[src/rtl/mux_sel_arbiter.sv]
// Round-robin, packet-locking select generator for an N-to-1 datapath mux.
// Optional same-cycle re-arbitration on release: define MUX_SEL_ARB_FAST_REARB_EN.
module mux_sel_arbiter #(
    parameter  int SIZE     = 8,
    localparam int LOG_SIZE = (SIZE > 1) ? $clog2(SIZE) : 1
) (
    input  logic                clock,
    input  logic                reset,
    input  logic [SIZE-1:0]     req,
    input  logic [SIZE-1:0]     req_tail,
    input  logic                advance,
    output logic                valid,
    output logic [LOG_SIZE-1:0] sel_e,
    output logic [SIZE-1:0]     sel_d,
    output logic                dbg_state_o
);

    // Handshake: a flit moves on any cycle where advance=1 and req[sel_e]=1
    // while valid=1; advance with no request on the granted input is ignored.

    typedef enum logic {
        ST_IDLE   = 1'b0,
        ST_LOCKED = 1'b1
    } state_t;

    state_t              state_q, state_d;
    logic [LOG_SIZE-1:0] ptr_q, ptr_d;
    logic [LOG_SIZE-1:0] sel_e_q, sel_e_d;
    logic [SIZE-1:0]     sel_d_q, sel_d_d;
    logic                xfer;
    logic                rel;
    logic [LOG_SIZE:0]   pick_idle;
`ifdef MUX_SEL_ARB_FAST_REARB_EN
    logic [LOG_SIZE:0]   pick_rel;
`endif

    // Returns {found, index}: first set bit of r searching circularly from last+1.
    function automatic logic [LOG_SIZE:0] rr_pick(input logic [SIZE-1:0]     r,
                                                   input logic [LOG_SIZE-1:0] last);
        logic                found;
        logic [LOG_SIZE-1:0] idx;
        int                  c;
        found = 1'b0;
        idx   = '0;
        for (int i = 1; i <= SIZE; i++) begin
            c = (int'(last) + i) % SIZE;
            if (!found && r[c]) begin
                found = 1'b1;
                idx   = LOG_SIZE'(c);
            end
        end
        return {found, idx};
    endfunction

    function automatic logic [SIZE-1:0] decode(input logic [LOG_SIZE-1:0] idx);
        logic [SIZE-1:0] oh;
        oh      = '0;
        oh[idx] = 1'b1;
        return oh;
    endfunction

    always_ff @(posedge clock or posedge reset) begin
        if (reset) begin
            state_q <= ST_IDLE;
            ptr_q   <= LOG_SIZE'(SIZE - 1);
            sel_e_q <= '0;
            sel_d_q <= '0;
        end else begin
            state_q <= state_d;
            ptr_q   <= ptr_d;
            sel_e_q <= sel_e_d;
            sel_d_q <= sel_d_d;
        end
    end

    always_comb begin
        state_d   = state_q;
        ptr_d     = ptr_q;
        sel_e_d   = sel_e_q;
        sel_d_d   = sel_d_q;
        xfer      = advance && req[sel_e_q];
        rel       = xfer && req_tail[sel_e_q];
        pick_idle = rr_pick(req, ptr_q);
`ifdef MUX_SEL_ARB_FAST_REARB_EN
        pick_rel  = rr_pick(req, sel_e_q);
`endif
        case (state_q)
            ST_IDLE: begin
                if (pick_idle[LOG_SIZE]) begin
                    state_d = ST_LOCKED;
                    sel_e_d = pick_idle[LOG_SIZE-1:0];
                    sel_d_d = decode(pick_idle[LOG_SIZE-1:0]);
                end
            end
            ST_LOCKED: begin
                // Only the tail transfer of the granted input ends the packet.
                if (rel) begin
                    ptr_d = sel_e_q;
`ifdef MUX_SEL_ARB_FAST_REARB_EN
                    if (pick_rel[LOG_SIZE]) begin
                        sel_e_d = pick_rel[LOG_SIZE-1:0];
                        sel_d_d = decode(pick_rel[LOG_SIZE-1:0]);
                    end else begin
                        state_d = ST_IDLE;
                        sel_d_d = '0;
                    end
`else
                    state_d = ST_IDLE;
                    sel_d_d = '0;
`endif
                end
            end
            default: begin
                state_d = ST_IDLE;
                sel_d_d = '0;
            end
        endcase
    end

    assign valid       = (state_q == ST_LOCKED);
    assign sel_e       = sel_e_q;
    assign sel_d       = sel_d_q;
    assign dbg_state_o = state_q;

endmodule

[config.mk]
export PLATFORM = sky130hd
export DESIGN_NAME = mux_sel_arbiter
export DESIGN_NICKNAME = d
export VERILOG_FILES = /design/src/rtl/mux_sel_arbiter.sv
export SDC_FILE = /design/constraint.sdc
export NUM_CORES = 1
export LEC_CHECK = 0
export BUFFER_PORTS_ARGS = -buffer_cell sky130_fd_sc_hd__buf_2
export CORE_UTILIZATION = 51
export CTS_CLUSTER_SIZE = 10
export DETAILED_ROUTE_END_ITERATION = 16
export PLACE_DENSITY = 0.76
export RECOVER_POWER = 50
export SLEW_MARGIN = 25
export SYNTH_ARGS = -nofsm -noshare
export SYNTH_HDL_FRONTEND = slang
export SYNTH_SLANG_ARGS = --single-unit
[constraint.sdc]
create_clock -name clock -period 3.2 [get_ports clock]
set_input_delay 0.16 -clock clock [delete_from_list [all_inputs] [get_ports clock]]
set_output_delay 0.16 -clock clock [all_outputs]
set_load 0.01 [all_outputs]
==> metrics.yaml <==
status: "finished, violations left"
violations: "setup timing"
crit_fanout: 6
synth-seq-area-share: 0.221
min_period_over_period: 1.00
place_ws_ns: -0.0274
crit_arrival_ns: 3.41
leakage_uw: 0.000873
start_kind: "flop"
grt_overflow_total: 0
period_needed_ns: 3.21
grt_max_degree: 20
cts_tree: "done"
routabilityCongestion: 1.03
finalSetupViolCount: 1
drt-initial-drc-count: 104
diodes: 0
grt_pass1_wl_um: 7980
async_flop_share: 1.00
clock_latency_ns: 0.30
slew_headroom: 0.557
grt_pass1_vias: 1625
floorplan.initialDensity: 0.548
drt_pass1_iterations: 4
yosysWarnings: 0
cts_buffers: 3
hp-class: "in -> reg"
vias: 1779
die_w_um: 60.0
fmax_mhz: 311
cts.clk_slew.worst_paths_ns: 0.09
synth.avg_cell_area_um2: 9.58
hold-worst-slack_ns: 0.320
wirelength_um: 5250
p_per_area_nw_per_um2: 1350
tightest_slew_ns: 0.660
ys_types: 53
cts_sinks: 15
hpwlAfterDp_um: 3640
viasPerCell: 6.69
cts-htree-levels: 1
worst_setup_path_end_kind: "flop"
syn-num-nets: 200
cap_violations: 0
clock_path_buffers: 2
area_delta_synth_final_pct: 23.5
io_pins: 32
max-vdd-ir-drop_mv: 0.629
hold_violations: 0
wl_per_cell_um: 19.7
clock_skew_ns: 0.00440
port_buffers: 31
drc: 0
rows: 20
rsz0062_at_grt: "true"
core_area_um2: 3130
synth-edff-count: 0
nNetsFinal: 244
ys_ff_latch: 15
die_area_um2: 3600
antenna_found_initial: 0
synthCells: 179
cts_root_buf: "clkbuf_4"
grt_use_total: 0.302
drive_gt1_frac: 0.450
final_max_slew_viol_count: 0
ant_nets: 0
syn_area_um2: 1710
worstPathRequired_ns: 3.39
crit_type: "reg -> reg"
synthFlopType: "dfrtp_1"
setup_ws_ns: -0.0134
die_h_um: 60.0
==> cells by family (layout without fill, tap and decap cells) <==
family | after synthesis | count (layout) | synth area share
AOI/OAI and AO/OA | 52 | 52 | 0.242
xor gates and xnor gates | 3 | 3 | 0.0197
adders and majority gates | 2 | 2 | 0.0146
buffers and inverters | 22 | 65 | 0.0642
DFF | 15 | 15 | 0.221
muxes | 30 | 30 | 0.274
and+or+nand+nor | 55 | 55 | 0.165
==> final cells by class <==
type	instances	area [um^2]
fillers	237	1010
multi-input cells	142	1320
flip-flops and latches	15	379
well taps	44	55.1
inverters	11	41.3
clock inverters	1	5.00
repair buffers	50	294
clock buffers	3	22.5
==> flip-flops by register name (all words and copies together), names as in the netlist <==
| name | flops |
|---|---|
| ptr_q | 3 |
| sel_d | 8 |
| sel_e | 3 |
| dbg_state_o | 1 |
==> power by group <==
part / switching, uW / leakage, uW / internal, uW
Combinational: 1320 / 0.000669 / 1070
Sequential: 86.7 / 0.000187 / 260
Clock: 68.6 / 0.0000177 / 46.7
Total: 1480 / 0.000873 / 1380
==> metal layers <==
layer  vias to the layer above  GRT usage  wire length [um]
met5                         -          0                 0
met1                       865      0.400              2010
met4                         0      0.113               155
li1                        778          -                 -
met3                        20     0.0455               455
met2                       116      0.497              2640
==> path summary, 6_finish.rpt <==
path / start / endpoint / slack (ns) / cells past startpoint
max in group asynchronous: reset / ptr_q[0] / 2.40 / 3
min in group asynchronous: reset / sel_e[1] / 0.43 / 3
max: ptr_q[1] / sel_d[1] / -0.01 / 10
min reg2reg: sel_d[5] / sel_d[5] / 0.50 / 2
min: advance / ptr_q[0] / 0.32 / 3
max reg2reg: ptr_q[1] / sel_d[1] / -0.01 / 10
==> cell usage in the layout (no fill, tap or decap), drive strengths merged, types with 2 or more instances in the layout <==
cell,count
or3b,2
xnor2,2
buf,44
mux2i,4
mux4,10
a221oi,2
nand3b,2
a31oi,4
o221ai,4
o21ai,12
mux2,16
a21oi,6
nor3,8
nand3,6
dfrtp,12
nand2,19
and2,3
ha,2
o2111ai,2
inv,11
clkbuf,8
o41ai,4
dfstp,3
a32o,4
o22ai,4
nor2b,3
nor2,6
nand2b,4
==> stage by stage <==
step | power, uW | utilization | setup TNS (ns) | instance area [um^2] | cells
after global placement | 2210 | 0.616 | 0 | 1930 | 251
after detailed placement | 2300 | 0.616 | -0.0274 | 1930 | 251
after global routing | 3000 | 0.677 | -0.146 | 2120 | 266
after CTS | 2500 | 0.640 | 0 | 2000 | 259
final | 2850 | 0.677 | -0.0134 | 2120 | 266
after floorplan | 1850 | - | 0 | 1730 | 179
==> critical path, stage by stage, from the launching register on <==
cell and delay, ns:
dfstp_2 0.55, inv_1 0.08, ha_4 0.33, mux4_2 0.58, buf_4 0.18, mux2i_2 0.21, nor3_1 0.08, a21oi_1 0.17
a21oi_2 0.10, or3b_4 0.46, o41ai_4 0.36
==> synth_stat cells, types with 3 or more instances <==
master | n | area (um^2)
nand2_1 | 19 | 71.3
o221ai_1 | 4 | 35.0
mux4_2 | 8 | 180
a31oi_1 | 4 | 25.0
a21oi_1 | 6 | 30.0
dfstp_2 | 3 | 78.8
o22ai_1 | 4 | 25.0
mux2i_1 | 3 | 30.0
buf_2 | 3 | 15.0
inv_1 | 11 | 41.3
nor3_1 | 8 | 40.0
nor2_1 | 6 | 22.5
a32o_1 | 4 | 40.0
clkbuf_1 | 3 | 11.3
nand3_1 | 6 | 30.0
mux2_2 | 13 | 146
dfrtp_1 | 12 | 300
nand2b_1 | 4 | 25.0
and2_1 | 3 | 18.8
o21ai_0 | 12 | 60.1
==> timing repair <==
action,in CTS,in global routing
resized for setup,1,18
pin swaps,1,2
setup endpoints to repair,3,10
gates cloned,0,0
endpoints found under the hold margin,12,0
buffers inserted,3,7
hold buffers,1,0
(Power assumes the default switching activity.)
